`src/rtl/div_pkg.sv`:
```
// Shared types and constants for the multi-cycle RV32M divider.
package div_pkg;

  localparam int DIV_XLEN = 32;
  // Cycles from an accepted start to the valid pulse on the normal path.
  localparam int DIV_LAT  = DIV_XLEN + 2;

  // Encodings match funct3[1:0] of DIV/DIVU/REM/REMU.
  typedef enum logic [1:0] {
    OP_DIV  = 2'b00,
    OP_DIVU = 2'b01,
    OP_REM  = 2'b10,
    OP_REMU = 2'b11
  } div_op_t;

  typedef enum logic [1:0] {
    S_IDLE,
    S_CALC,
    S_FIX,
    S_DONE
  } div_state_t;

  // DIV and REM treat operands as two's complement.
  function automatic logic op_signed(input div_op_t op);
    return ~op[0];
  endfunction

  // REM and REMU return the remainder rather than the quotient.
  function automatic logic op_rem(input div_op_t op);
    return op[1];
  endfunction

endpackage

```
`src/rtl/div_step.sv`:
```
// One restoring-division iteration: shift in the next dividend bit,
// trial-subtract the divisor, keep the difference when it does not borrow.
module div_step
  import div_pkg::*;
#(
  parameter int XLEN = DIV_XLEN
) (
  input  logic [XLEN-1:0] rem,
  input  logic            quo_msb,
  input  logic [XLEN-1:0] divisor,
  output logic [XLEN-1:0] rem_next,
  output logic            q_bit
);

  logic [XLEN:0] shifted;
  logic [XLEN:0] diff;

  // The shifted remainder keeps rem's MSB, so divisors above 2^(XLEN-1)
  // still compare correctly; bit XLEN of the difference is the borrow.
  always_comb begin
    shifted  = {rem, quo_msb};
    diff     = shifted - {1'b0, divisor};
    q_bit    = ~diff[XLEN];
    rem_next = q_bit ? diff[XLEN-1:0] : shifted[XLEN-1:0];
  end

endmodule

```
`src/rtl/div_unit.sv`:
```
// Multi-cycle shift-subtract divider for DIV/DIVU/REM/REMU.
//
//   state  | meaning
//   -------+-------------------------------------------------------------
//   S_IDLE | waiting for start
//   S_CALC | one quotient bit per cycle, XLEN cycles
//   S_FIX  | sign-correct and register the result (special cases pass
//          | through unchanged)
//   S_DONE | valid pulse; start here is accepted like in S_IDLE
module div_unit
  import div_pkg::*;
#(
  parameter int XLEN = DIV_XLEN
) (
  input  logic            clk,
  input  logic            rst_n,
  input  logic            start,
  input  logic [1:0]      op,
  input  logic [XLEN-1:0] dividend,
  input  logic [XLEN-1:0] divisor,
  output logic            busy,
  output logic            valid,
  output logic [XLEN-1:0] result,
  output logic            div_zero
);

  localparam int CNT_W = $clog2(XLEN);

  div_state_t      state;
  logic [XLEN-1:0] quo;
  logic [XLEN-1:0] rem;
  logic [XLEN-1:0] dvsr;
  logic [CNT_W-1:0] cnt;
  logic            res_is_rem;
  logic            q_neg;
  logic            r_neg;
  logic            dz_pend;

  div_op_t         op_in;
  logic            in_signed;
  logic            in_rem;
  logic            a_neg;
  logic            b_neg;
  logic [XLEN-1:0] a_abs;
  logic [XLEN-1:0] b_abs;
  logic            is_zero;
  logic            is_ovf;
  logic [XLEN-1:0] spec_val;
  logic [XLEN-1:0] rem_next;
  logic            q_bit;
  logic [XLEN-1:0] res_raw;
  logic            res_neg;
  logic [XLEN-1:0] res_fixed;

  // Operand conditioning at acceptance: magnitudes, signs and the two
  // results that bypass the iteration (divide by zero, signed overflow).
  always_comb begin
    op_in     = div_op_t'(op);
    in_signed = op_signed(op_in);
    in_rem    = op_rem(op_in);
    a_neg     = in_signed & dividend[XLEN-1];
    b_neg     = in_signed & divisor[XLEN-1];
    a_abs     = a_neg ? -dividend : dividend;
    b_abs     = b_neg ? -divisor  : divisor;
    is_zero   = (divisor == '0);
    is_ovf    = in_signed
              & (dividend == {1'b1, {(XLEN-1){1'b0}}})
              & (divisor == '1);
    if (is_zero)
      spec_val = in_rem ? dividend : '1;
    else
      spec_val = in_rem ? '0 : dividend;
  end

  div_step #(.XLEN(XLEN)) u_step (
    .rem      (rem),
    .quo_msb  (quo[XLEN-1]),
    .divisor  (dvsr),
    .rem_next (rem_next),
    .q_bit    (q_bit)
  );

  // Result selection with a single shared negator.
  always_comb begin
    res_raw   = res_is_rem ? rem : quo;
    res_neg   = res_is_rem ? r_neg : q_neg;
    res_fixed = res_neg ? -res_raw : res_raw;
  end

  // Control FSM and datapath registers.
  always_ff @(posedge clk) begin
    if (!rst_n) begin
      state      <= S_IDLE;
      busy       <= 1'b0;
      valid      <= 1'b0;
      result     <= '0;
      div_zero   <= 1'b0;
      cnt        <= '0;
      quo        <= '0;
      rem        <= '0;
      dvsr       <= '0;
      res_is_rem <= 1'b0;
      q_neg      <= 1'b0;
      r_neg      <= 1'b0;
      dz_pend    <= 1'b0;
    end else begin
      valid <= 1'b0;
      case (state)
        S_IDLE, S_DONE: begin
          state <= S_IDLE;
          busy  <= 1'b0;
          if (start) begin
            busy       <= 1'b1;
            res_is_rem <= in_rem;
            dz_pend    <= is_zero;
            if (is_zero || is_ovf) begin
              // Preload both halves so FIX emits spec_val with no negation.
              quo   <= spec_val;
              rem   <= spec_val;
              q_neg <= 1'b0;
              r_neg <= 1'b0;
              cnt   <= '0;
              state <= S_FIX;
            end else begin
              quo   <= a_abs;
              rem   <= '0;
              dvsr  <= b_abs;
              q_neg <= a_neg ^ b_neg;
              r_neg <= a_neg;
              cnt   <= CNT_W'(XLEN-1);
              state <= S_CALC;
            end
          end
        end
        S_CALC: begin
          quo <= {quo[XLEN-2:0], q_bit};
          rem <= rem_next;
          if (cnt == '0)
            state <= S_FIX;
          else
            cnt <= cnt - CNT_W'(1);
        end
        S_FIX: begin
          result   <= res_fixed;
          div_zero <= dz_pend;
          busy     <= 1'b0;
          valid    <= 1'b1;
          state    <= S_DONE;
        end
        default: begin
          state <= S_IDLE;
          busy  <= 1'b0;
        end
      endcase
    end
  end

endmodule

```
`config.mk`:
```
export PLATFORM = sky130hd
export DESIGN_NAME = div_unit
export DESIGN_NICKNAME = d
export VERILOG_FILES = /design/src/rtl/div_pkg.sv /design/src/rtl/div_step.sv /design/src/rtl/div_unit.sv
export SDC_FILE = /design/constraint.sdc
export NUM_CORES = 1
export LEC_CHECK = 0
export ABC_AREA = 0
export CAP_MARGIN = 20
export CORE_MARGIN = 1.5
export CORE_UTILIZATION = 45
export CTS_BUF_LIST = sky130_fd_sc_hd__clkbuf_4
export DETAILED_ROUTE_END_ITERATION = 8
export GPL_TIMING_DRIVEN = 0
export PLACE_DENSITY = 0.74
export SLEW_MARGIN = 20
export SYNTH_ARGS = -nofsm -noshare
export SYNTH_HDL_FRONTEND = slang
export SYNTH_HIERARCHICAL = 1
export SYNTH_SLANG_ARGS = --single-unit
```
`constraint.sdc`:
```
create_clock -name clk -period 7.5 [get_ports clk]
set_input_delay 0.75 -clock clk [delete_from_list [all_inputs] [get_ports clk]]
set_output_delay 0.75 -clock clk [all_outputs]
set_load 0.005 [all_outputs]
```
-- After elaboration in Yosys (flattened, before gate mapping)
Cells that the tools add are included.
- flip-flop bits (word level): 142
- bits of input ports: 69
- output and inout port bits: 35
- add/sub/neg operators: 5
- eq/ne operators: 8
- multiplexer cells: 28
- bitwise gates (word level): 8
- reductions and logical operators: 11
- operator list (cell ; count):
    32-bit 2-to-1 mux ; 12
    32-bit case mux with 2 select lines ; 2
    32-bit negator ; 3
    32-bit equality test (second input constant) ; 2
    33-bit by 32-bit subtractor with 33-bit output ; 1
    32-bit zero test ; 1
    5-bit 2-to-1 mux ; 3
    5-bit case mux with 2 select lines ; 1
    2-bit 2-to-1 mux ; 3
    2-bit != test (second input constant) ; 3
    2-bit case mux with 3 select lines ; 1
    3-bit AND reduction ; 2
    5-bit zero test ; 1
    1-bit 2-to-1 mux ; 5
    5-bit by 1-bit subtractor with 5-bit output (second input constant) ; 1
    1-bit AND ; 4
    2-bit equality test (second input constant) ; 2
    2-bit AND reduction ; 2
    2-bit nonzero test ; 2
    1-bit NOT ; 3
    2-bit by 1-bit equality test with 1-bit output (second input constant) ; 1
    2-bit zero test ; 1
    1-bit case mux with 2 select lines ; 1
    2-bit OR reduction ; 1
    other kinds (2) ; 2

-- Longest topological paths before layout
Gate-level depths: netlist of run 1.
- depth in word-level cells: 7
- mapped depth: 18

-- Modules after synthesis
The synthesis of run 1 kept the hierarchy.
- by module, submodules not included (module ; times used ; cells an instance ; area each (µm²) ; seq. area each (µm²)):
    div_unit ; 1 ; 1045 ; 8644.5 ; 2842.7
    div_step ; 1 ; 305 ; 2363.5 ; 0.0

-- Least setup slack after synthesis of run 1
OpenSTA, ideal clock, no wires.
- path kind: register to register
- from: register quo[31]
- to: register rem[23]
- setup time: 0.132 ns
- data arrival time: 3.555 ns
- setup slack: 3.812 ns
- stages on the path, launching flop included: 19
- buffers on the path: 2
- path through: dfxtp_1 -> inv_1 -> ha_1 -> fa_1 -> and2b_1 -> o2111ai_2 -> a21oi_2 -> o2111ai_1 -> a211oi_2 -> nor2_4 -> mux2i_4 -> and2_4 -> buf_12 -> inv_8 -> buf_12 -> mux2_4 -> or3_1 -> o211ai_1 -> a21oi_1
- longest elaborated chain between the ends: 3
- ends and longest elaborated chain (element ; RTL line ; RTL):
    start, declared ; div_unit.sv:30 ; logic [XLEN-1:0] quo;
    start signal, assigned ; div_unit.sv:118 ; quo <= spec_val;
    start signal, assigned ; div_unit.sv:125 ; quo <= a_abs;
    start signal, assigned ; div_unit.sv:136 ; quo <= {quo[XLEN-2:0], q_bit};
    33-bit by 32-bit subtractor with 33-bit output ; div_step.sv:22 ; diff = shifted - {1'b0, divisor};
    32-bit 2-to-1 mux ; div_step.sv:24 ; rem_next = q_bit ? diff[XLEN-1:0] : shifted[XLEN-1:0];
    named net rem_next[23] ; div_unit.sv:49 ; logic [XLEN-1:0] rem_next;
    32-bit case mux with 2 select lines ; div_unit.sv:108 ; case (state)
    end signal, assigned ; div_unit.sv:119 ; rem <= spec_val;
    end signal, assigned ; div_unit.sv:137 ; rem <= rem_next;
    end, declared ; div_unit.sv:31 ; logic [XLEN-1:0] rem;
The timed path passes the listed nets, and every way through them passes these cells.
A chain may end at the register's enable or synchronous reset.

-- Worst setup path in the final report of run 1
- from: register quo[31]
- to: register rem[25]
Same word-level chain as after synthesis.

==> impl_metrics.env, run 1 <==
export IMPL_outcome="finished clean"
export IMPL_drt_antenna_violating_nets=0
export IMPL_powerDensity_nw_per_um2=455
export IMPL_critical_path_class="flop to flop"
export IMPL_grt_max_degree=17
export IMPL_htreeDepth=4
export IMPL_synth_area_leader_cell="dfxtp_1"
export IMPL_cts_resized=0
export IMPL_synth_net_count=1461
export IMPL_slew_headroom_pct=30.1
export IMPL_synth_xor_area_share_pct=7.72
export IMPL_synth_top_cell_area_share_pct=25.8
export IMPL_start_util_pct=45.5
export IMPL_die_h_um=159
export IMPL_final_nets=1582
export IMPL_dr_total_vias=10900
export IMPL_drc=0
export IMPL_die_area_um2=25400
export IMPL_cp_start_kind="flop"
export IMPL_antenna_found_initial=1
export IMPL_cts_setup_buffers=0
export IMPL_finClkSkew_ns=0.0175
export IMPL_hold_end="dvsr[21]"
export IMPL_synth_adder_area_share_pct=4.84
export IMPL_clk_pin_slew_worst_paths_ns=0.14
export IMPL_regToRegSetupSlack_ns=2.95
export IMPL_portBuffers=102
export IMPL_setup_viol=0
export IMPL_synth_ff_type="dfxtp_1"
export IMPL_critPathRequiredTime_ns=7.96
export IMPL_async_flop_share_pct=0
export IMPL_holdCritPathClass="flop to flop"
export IMPL_dp_hpwl_um=30600
export IMPL_grt_pass1_wl_um=59300
export IMPL_wl_per_cell_um=21.4
export IMPL_reg2reg_depth=18
export IMPL_worstPathArrival_ns=5.01
export IMPL_std_cell_rows=57
export IMPL_clockRootBuffer="clkbuf_4"
export IMPL_syn_area_um2=11000
export IMPL_max_freq_mhz=220
export IMPL_synth_compound_area_share_pct=27.4
export IMPL_postCtsHoldBufs=0
export IMPL_area_growth_pct=16.1
export IMPL_drive_above_1_share_pct=8.63
export IMPL_drtIter0Drc=1015
export IMPL_cts_sinks=142
export IMPL_reg2reg_to="rem[25]"
export IMPL_worst_pin_slew_ns=1.04
export IMPL_muxShareOfSynthArea_pct=8.10
export IMPL_hp_start="dvsr[21]"
export IMPL_cts_buffer_depth=2
export IMPL_p_total_mw=5.82
export IMPL_yosysUniqueCellTypes=93
export IMPL_cap_violations=0
export IMPL_coreArea_um2=24200
export IMPL_endpoint_kind="flop"
export IMPL_drt_wl_total_um=38800
export IMPL_grt_usage_pct=30.2
export IMPL_cts_tree="done"
export IMPL_vias_per_cell=6.05
export IMPL_period_minus_slack_ns=4.55
export IMPL_worstHoldPathCells=2
export IMPL_seq_area_frac_synth_pct=25.8
export IMPL_gp_congestion=0.989
export IMPL_tns_ns=0
export IMPL_finalCritPeriodShare_pct=60.7
export IMPL_first_pass_iters=5
export IMPL_yosysWarningCount=6
export IMPL_io_pins=104
export IMPL_vdd_ir_drop_max_mv=0.307
export IMPL_clk_latency_ns=0.59
export IMPL_grt_pass1_vias=10400
export IMPL_ys_ff_latch=142
export IMPL_finalHoldViolCount=0
export IMPL_synthTopCellsByArea="dfxtp_1 26%, ha_1 4.7%, o21ai_0 4.5%, xnor2_1 4.4%, mux2i_1 4.2%"
export IMPL_die_w_um=159
export IMPL_overflow=0
export IMPL_p_leak_nw=4.88
export IMPL_synthSimpleGateAreaFrac_pct=19.7
export IMPL_cts_buffers=17
export IMPL_synth_top_family_by_area="compound AO/OA/AOI/OAI gates"
export IMPL_rsz0062_at_grt="false"
export IMPL_synth_area_per_cell_um2=8.15
export IMPL_syn_inst=1350
export IMPL_drv_slew=0
export IMPL_reg2reg_from="quo[31]"
export IMPL_nFillCells=2331
export IMPL_cp_max_fo=10
export IMPL_synth_edf_count=0
## critical path, stage by stage (launching register included)
cell	delay (ns)
dfxtp_1	0.56
inv_1	0.10
ha_1	0.22
fa_1	0.40
and2b_1	0.24
o2111ai_2	0.15
a21oi_2	0.24
o2111ai_1	0.27
a211oi_2	0.35
nor2_4	0.10
mux2i_4	0.40
and2_4	0.24
buf_12	0.13
inv_8	0.05
buf_12	0.14
mux2_4	0.31
or3_1	0.35
o211ai_1	0.10
a21oi_1	0.06
## cell type report
| cell class | instances | area [um2] | share of cell area [%] |
|---|---|---|---|
| clock buffer | 17 | 128 | 0.998 |
| buffer | 89 | 509 | 3.98 |
| sequential | 142 | 2840 | 22.2 |
| timing repair buffer | 102 | 1020 | 7.99 |
| antenna | 1 | 2.50 | 0.0196 |
| tap | 324 | 405 | 3.17 |
| clock inverter | 15 | 211 | 1.65 |
| multi-input combinational | 1069 | 7470 | 58.4 |
| inverter | 50 | 195 | 1.53 |
## how the worst max path moves through the flow
| stage | depth (start not counted) | endpoint | from |
|---|---|---|---|
| global route | 13 | result[28] | res_is_rem |
| detailed placement | 13 | result[28] | res_is_rem |
| CTS | 13 | result[28] | res_is_rem |
| floorplan | 18 | rem[23] | quo[31] |
| global placement | 8 | quo[30] | divisor[13] |
| finish | 18 | rem[25] | quo[31] |
## state kept, by name (all words and copies together), names as in the netlist
signal	count
busy	1
cnt	5
div_zero	1
dvsr	32
dz_pend	1
q_neg	1
quo	32
r_neg	1
rem	32
res_is_rem	1
result	32
state	2
valid	1
## synth_stat cells, types with 19 or more instances
cell type and n:
a21o_1 19, a21oi_1 86, a31oi_1 32, clkbuf_1 57
dfxtp_1 142, ha_1 41, inv_1 49, mux2_4 19
mux2i_1 46, nand2_1 113, nand3_1 30, nor2_1 69
nor2b_1 30, nor3_1 35, o211a_1 33, o211ai_1 53
o21ai_0 99, o31ai_1 19, or3_1 39, xnor2_1 55
xor2_1 42
## per-stage QoR
| stage | worst slack, ns | instance area (um2) | instances | utilization (%) | hold slack, ns |
|---|---|---|---|---|---|
| after floorplan | 3.81 | 11000 | 1350 | - | 0.428 |
| after global placement | 2.81 | 12400 | 1776 | 51.4 | 0.436 |
| after detailed placement | 2.98 | 12400 | 1776 | 51.5 | 0.441 |
| after CTS | 2.96 | 12800 | 1808 | 52.9 | 0.464 |
| after global routing | 2.73 | 12800 | 1809 | 52.9 | 0.487 |
| final | 2.95 | 12800 | 1809 | 52.9 | 0.459 |
## layout by cell type (no fill, tap or decap), types with 13 or more instances in the layout
cell / n
o31ai_1: 19
nand3_1: 30
nand2_1: 113
a21oi_1: 86
dfxtp_1: 142
nor2b_1: 30
xor2_1: 42
a31oi_1: 32
mux2_4: 19
o21ai_0: 99
mux2i_1: 46
o211a_1: 33
ha_1: 41
nand4_1: 13
a21o_1: 19
clkbuf_1: 57
o211ai_1: 53
inv_1: 49
nor4_1: 13
or3_1: 39
xnor2_1: 55
clkdlybuf4s50_1: 102
nor3_1: 35
nor2_1: 69
clkbuf_4: 17
## power by group
| group | switching, mW | internal (mW) | leakage [nW] |
|---|---|---|---|
| clock network | 0.327 | 0.270 | 0.171 |
| logic | 2.10 | 1.82 | 3.54 |
| registers | 0.311 | 0.999 | 1.17 |
| total | 2.74 | 3.08 | 4.88 |
## cells by family after synthesis
| group | count (synthesis) |
|---|---|
| buffers and inverters | 139 |
| DFF | 142 |
| AOI/OAI and AO/OA | 438 |
| muxes | 77 |
| xor gates and xnor gates | 97 |
| and+or+nand+nor | 415 |
| adders and majority gates | 42 |
## layer usage
metal / up-vias / track usage (%) / share of wire, %
li1: 5245 / - / -
met1: 5073 / 38.1 / 42
met2: 525 / 51.3 / 47
met3: 99 / 4.77 / 7.4
met4: 0 / 12.3 / 3.7
met5: - / 0 / 0
(Power assumes the default switching activity.)
==> inputs of run 2 (changes only) <==
==> constraint.sdc (replaced) <==
create_clock -name clk -period 4.6 [get_ports clk]
set_input_delay 0.46 -clock clk [delete_from_list [all_inputs] [get_ports clk]]
set_output_delay 0.46 -clock clk [all_outputs]
set_load 0.005 [all_outputs]
==> run 2 against run 1 <==
Worst hold slack barely moved; highest routed layer unchanged; register-to-register slack got worse by 2.7 ns; critical path type unchanged; largest power group unchanged; fmax rose by 3.9%.
==> impl_metrics.env, run 2 (synthesized netlist as in run 1, its figures left out) <==
export IMPL_hold_slack_ns=0.460
export IMPL_outcome="finished clean"
export IMPL_rsz0062_at_grt="false"
export IMPL_setup_ws_ns=0.221
export IMPL_max_freq_mhz=228
export IMPL_coreArea_um2=24200
export IMPL_vdd_ir_drop_max_mv=0.503
export IMPL_dp_hpwl_um=30600
export IMPL_io_pins=104
export IMPL_start_util_pct=45.5
export IMPL_area_growth_pct=16.2
export IMPL_clk_latency_ns=0.59
export IMPL_finClkSkew_ns=0.0169
export IMPL_drt_antenna_violating_nets=0
export IMPL_cts_sinks=142
export IMPL_critPathRequiredTime_ns=5.08
export IMPL_cp_max_fo=10
export IMPL_clk_pin_slew_worst_paths_ns=0.14
export IMPL_endpoint_kind="flop"
export IMPL_final_nets=1583
export IMPL_grt_max_degree=17
export IMPL_holdCritPathClass="flop to flop"
export IMPL_cp_start_kind="flop"
export IMPL_gp_congestion=0.989
export IMPL_cp_slowest_cell="or3_1"
export IMPL_wl_per_cell_um=21.5
export IMPL_finalHoldViolCount=0
export IMPL_setup_viol=0
export IMPL_dp_slack_ns=0.0755
export IMPL_mostFrequentLayoutCell="dfxtp_1"
export IMPL_cts_buffer_depth=2
export IMPL_crit_path_max_incr_delay_ns=0.52
export IMPL_tns_ns=0
export IMPL_portBuffers=102
export IMPL_first_pass_iters=5
export IMPL_slew_headroom_pct=30.1
export IMPL_die_area_um2=25400
export IMPL_std_cell_rows=57
export IMPL_drive_above_1_share_pct=8.75
export IMPL_worst_path_most_repeated_cell="buf_2"
export IMPL_powerDensity_nw_per_um2=745
export IMPL_drc=0
export IMPL_grt_usage_pct=30.2
export IMPL_vias_per_cell=6.08
export IMPL_cts_tree="done"
export IMPL_clockRootBuffer="clkbuf_4"
export IMPL_htreeDepth=4
export IMPL_dr_total_vias=11000
export IMPL_finalCritPeriodShare_pct=95.2
export IMPL_antenna_found_initial=1
export IMPL_cp_top_family="buffers and inverters"
export IMPL_die_h_um=159
export IMPL_cp_cell_sequence="clkbuf_1, clkbuf_2, buf_2, buf_2, buf_2, mux2i_1, ha_1, o21ai_0, or3_1, nor3_1, a41oi_1, xor2_1, o21ai_0"
export IMPL_p_leak_nw=4.89
export IMPL_path_buf_inv=5
export IMPL_postCtsHoldBufs=0
export IMPL_cap_violations=0
export IMPL_grt_pass1_vias=10400
export IMPL_drv_slew=0
export IMPL_die_w_um=159
export IMPL_drt_wl_total_um=38900
export IMPL_worst_pin_slew_ns=1.04
export IMPL_cts_buffers=17
export IMPL_drtIter0Drc=951
export IMPL_overflow=0
export IMPL_worstPathArrival_ns=4.86
export IMPL_critical_path_class="flop to flop"
export IMPL_period_minus_slack_ns=4.38
export IMPL_final_cell_mix="142 x dfxtp_1, 113 x nand2_1, 102 x clkdlybuf4s50_1"
export IMPL_grt_pass1_wl_um=59300
==> run 2: worst paths after layout <==
kind                                  from    endpoint  slack [ns]  depth (start not counted)
worst min-delay path              dvsr[21]    dvsr[21]        0.46                          2
worst max register to register  res_is_rem  result[28]        0.22                         13
worst max-delay path            res_is_rem  result[28]        0.22                         13
worst min register to register    dvsr[21]    dvsr[21]        0.46                          2
==> run 2: through the flow <==
stage                     utilization, %  power [mW]  instance area (um2)  instances
after floorplan                        -        6.83                11000       1350
after global placement              51.4        8.32                12400       1776
after detailed placement            51.5        8.41                12400       1776
after CTS                           52.9        9.38                12800       1808
after global routing                52.9        10.1                12800       1810
final                               52.9        9.53                12800       1810
==> run 2: where the power goes <==
part	switching (mW)	internal, mW	total (mW)
combinational	3.44	2.97	6.41
sequential	0.514	1.63	2.14
clock	0.534	0.440	0.974
total	4.49	5.04	9.53
==> run 2: layout make-up <==
class	instances	area (um2)
Antenna cell	1	2.50
Buffer	89	510
Clock buffer	17	128
Clock inverter	15	211
Fill cell	2333	11400
Inverter	50	195
Multi-Input combinational cell	1069	7470
Sequential cell	142	2840
Tap cell	324	405
Timing Repair Buffer	103	1030
==> run 2: what timing repair did <==
action                                 in CTS  in global routing
setup endpoints to repair                   0                  9
endpoints found under the hold margin       0                  0
setup buffers                               0                  1
resized for setup                           0                  1
==> run 2: metal layers <==
layer  global-route usage [%]  up-vias  share of wire [%]
met5                        0        -                  0
met4                     12.3        0                3.3
met3                     4.77       85                7.3
met2                     51.3      477                 47
met1                     38.1     5188                 42
li1                         -     5248                  -
==> run 2: worst reg2reg max path: cells and delay by family, from the launching register on <==
kind / cells / cell delay [ns]
adder cells (fa/ha/maj): 1 / 0.22
AO/OA/AOI/OAI: 3 / 0.48
XOR/XNOR: 1 / 0.19
buffers and inverters: 5 / 1.76
AND/OR/NAND/NOR: 2 / 0.93
multiplexers: 1 / 0.36
flip-flops: 1 / 0.33
==> edit (flow settings as in run 2) <==
Change the package constant `DIV_XLEN` from 32 to 64.
--- a/src/rtl/div_pkg.sv
+++ b/src/rtl/div_pkg.sv
@@ -1,7 +1,7 @@
 // Shared types and constants for the multi-cycle RV32M divider.
 package div_pkg;
 
-  localparam int DIV_XLEN = 32;
+  localparam int DIV_XLEN = 64;
   // Cycles from an accepted start to the valid pulse on the normal path.
   localparam int DIV_LAT  = DIV_XLEN + 2;
 
Interface: changed (resized dividend, divisor and result); port bits go from 104 to 200. The function was not compared with the original's and may differ.
==> edit against run 2 <==
The flow now finishes with violations (setup timing). Final area grew 110%. Setup slack got worse by 0.44 ns. Synthesized area increased by 100%. Fmax fell by 9.1%. Die area increased by 100%. Total power rose by 130%. Combinational power rose by 130%. Sequential cell count is 129 higher. Wire length increased to 2.9 times the old value. Critical endpoint is now quo[15]$_SDFFE_PN0P_. Highest routed layer is now met5.
==> edit: results (changes against run 2) <==
final setup vio count - 5 (+5)
Reg2Reg Capture Point - result[54]$_SDFFE_PN0P_
Synth area leaders - dfxtp_1 24%, a21oi_1 5.8%, o21ai_0 5.5%
Hold Crit Class - in -> reg
WL final - 113.3 mm (+190%)
violated checks - setup timing
Inserted Clock Buffers - 80 (+63)
Yosys top cell area share - 24.20% (-1.6 points)
vias in the first global route - 24220 (+130%)
DRT iter0 DRCs - 3442 (+260%)
Pleak - 9.635 nW (+97%)
DPL Wire Length - 89.79 mm (+190%)
Hold Crit Start - divisor[28]
grt met2 use - 61.66% (+10 points)
first-pass GRT wire length - 160.5 mm (+170%)
area post-placement - 0.02520 mm2 (+100%)
grt met1 use - 56.93% (+19 points)
run status - finished, violations left
Worst EP arrival - 5.54 ns (+0.68 ns)
via density per instance - 6.573 (+8.2%)
antenna violations before repair - 5 (+4)
Crit. Startpoint - dividend[50]
register area share after synthesis - 24.20% (-1.6 points)
final worst-path setup slack - -0.2196 ns (-0.4404 ns)
Critical-path top delay cell - nor4_2
Max rail drop VDD - 0.0006149 V (+22%)
Distinct cells, synth - 88 (-5.4%)
flop-to-flop setup slack - 0.12 ns (-0.10 ns)
R2R cell count - 16 (+3)
-- edit: final cells by class --
cell class	instances	area, um2	share of cell area, %
tap	664	830.8	3.155
antenna	4	10.01	0.03801
timing repair buffer	194	1919	7.288
clock buffer	115	863.3	3.278
sequential	271	5426	20.61
multi-input combinational	2372	15800	59.98
buffer	212	928.4	3.525
clock inverter	25	155.1	0.5891
inverter	108	405.4	1.539
-- edit: logic make-up after synthesis --
family	count (synthesis)	share of synthesized area [%]
DFF	271	24.20
AOI/OAI and AO/OA	909	25.07
xor gates and xnor gates	229	9.030
and+or+nand+nor	954	21.12
buffers and inverters	321	5.871
adders and majority gates	125	6.440
muxes	155	8.276
-- edit: what timing repair did --
item                       CTS  global route
resized for setup           10             8
setup endpoints to repair   28            32
pin swaps                    1             1
buffers inserted             3             0
-- edit: report_power, final --
part           total, mW  internal [mW]  leakage [nW]  switching (mW)
Combinational       14.9           6.08          6.79            8.80
Sequential          4.33           3.13          2.23            1.20
Clock               2.43           1.26         0.615            1.17
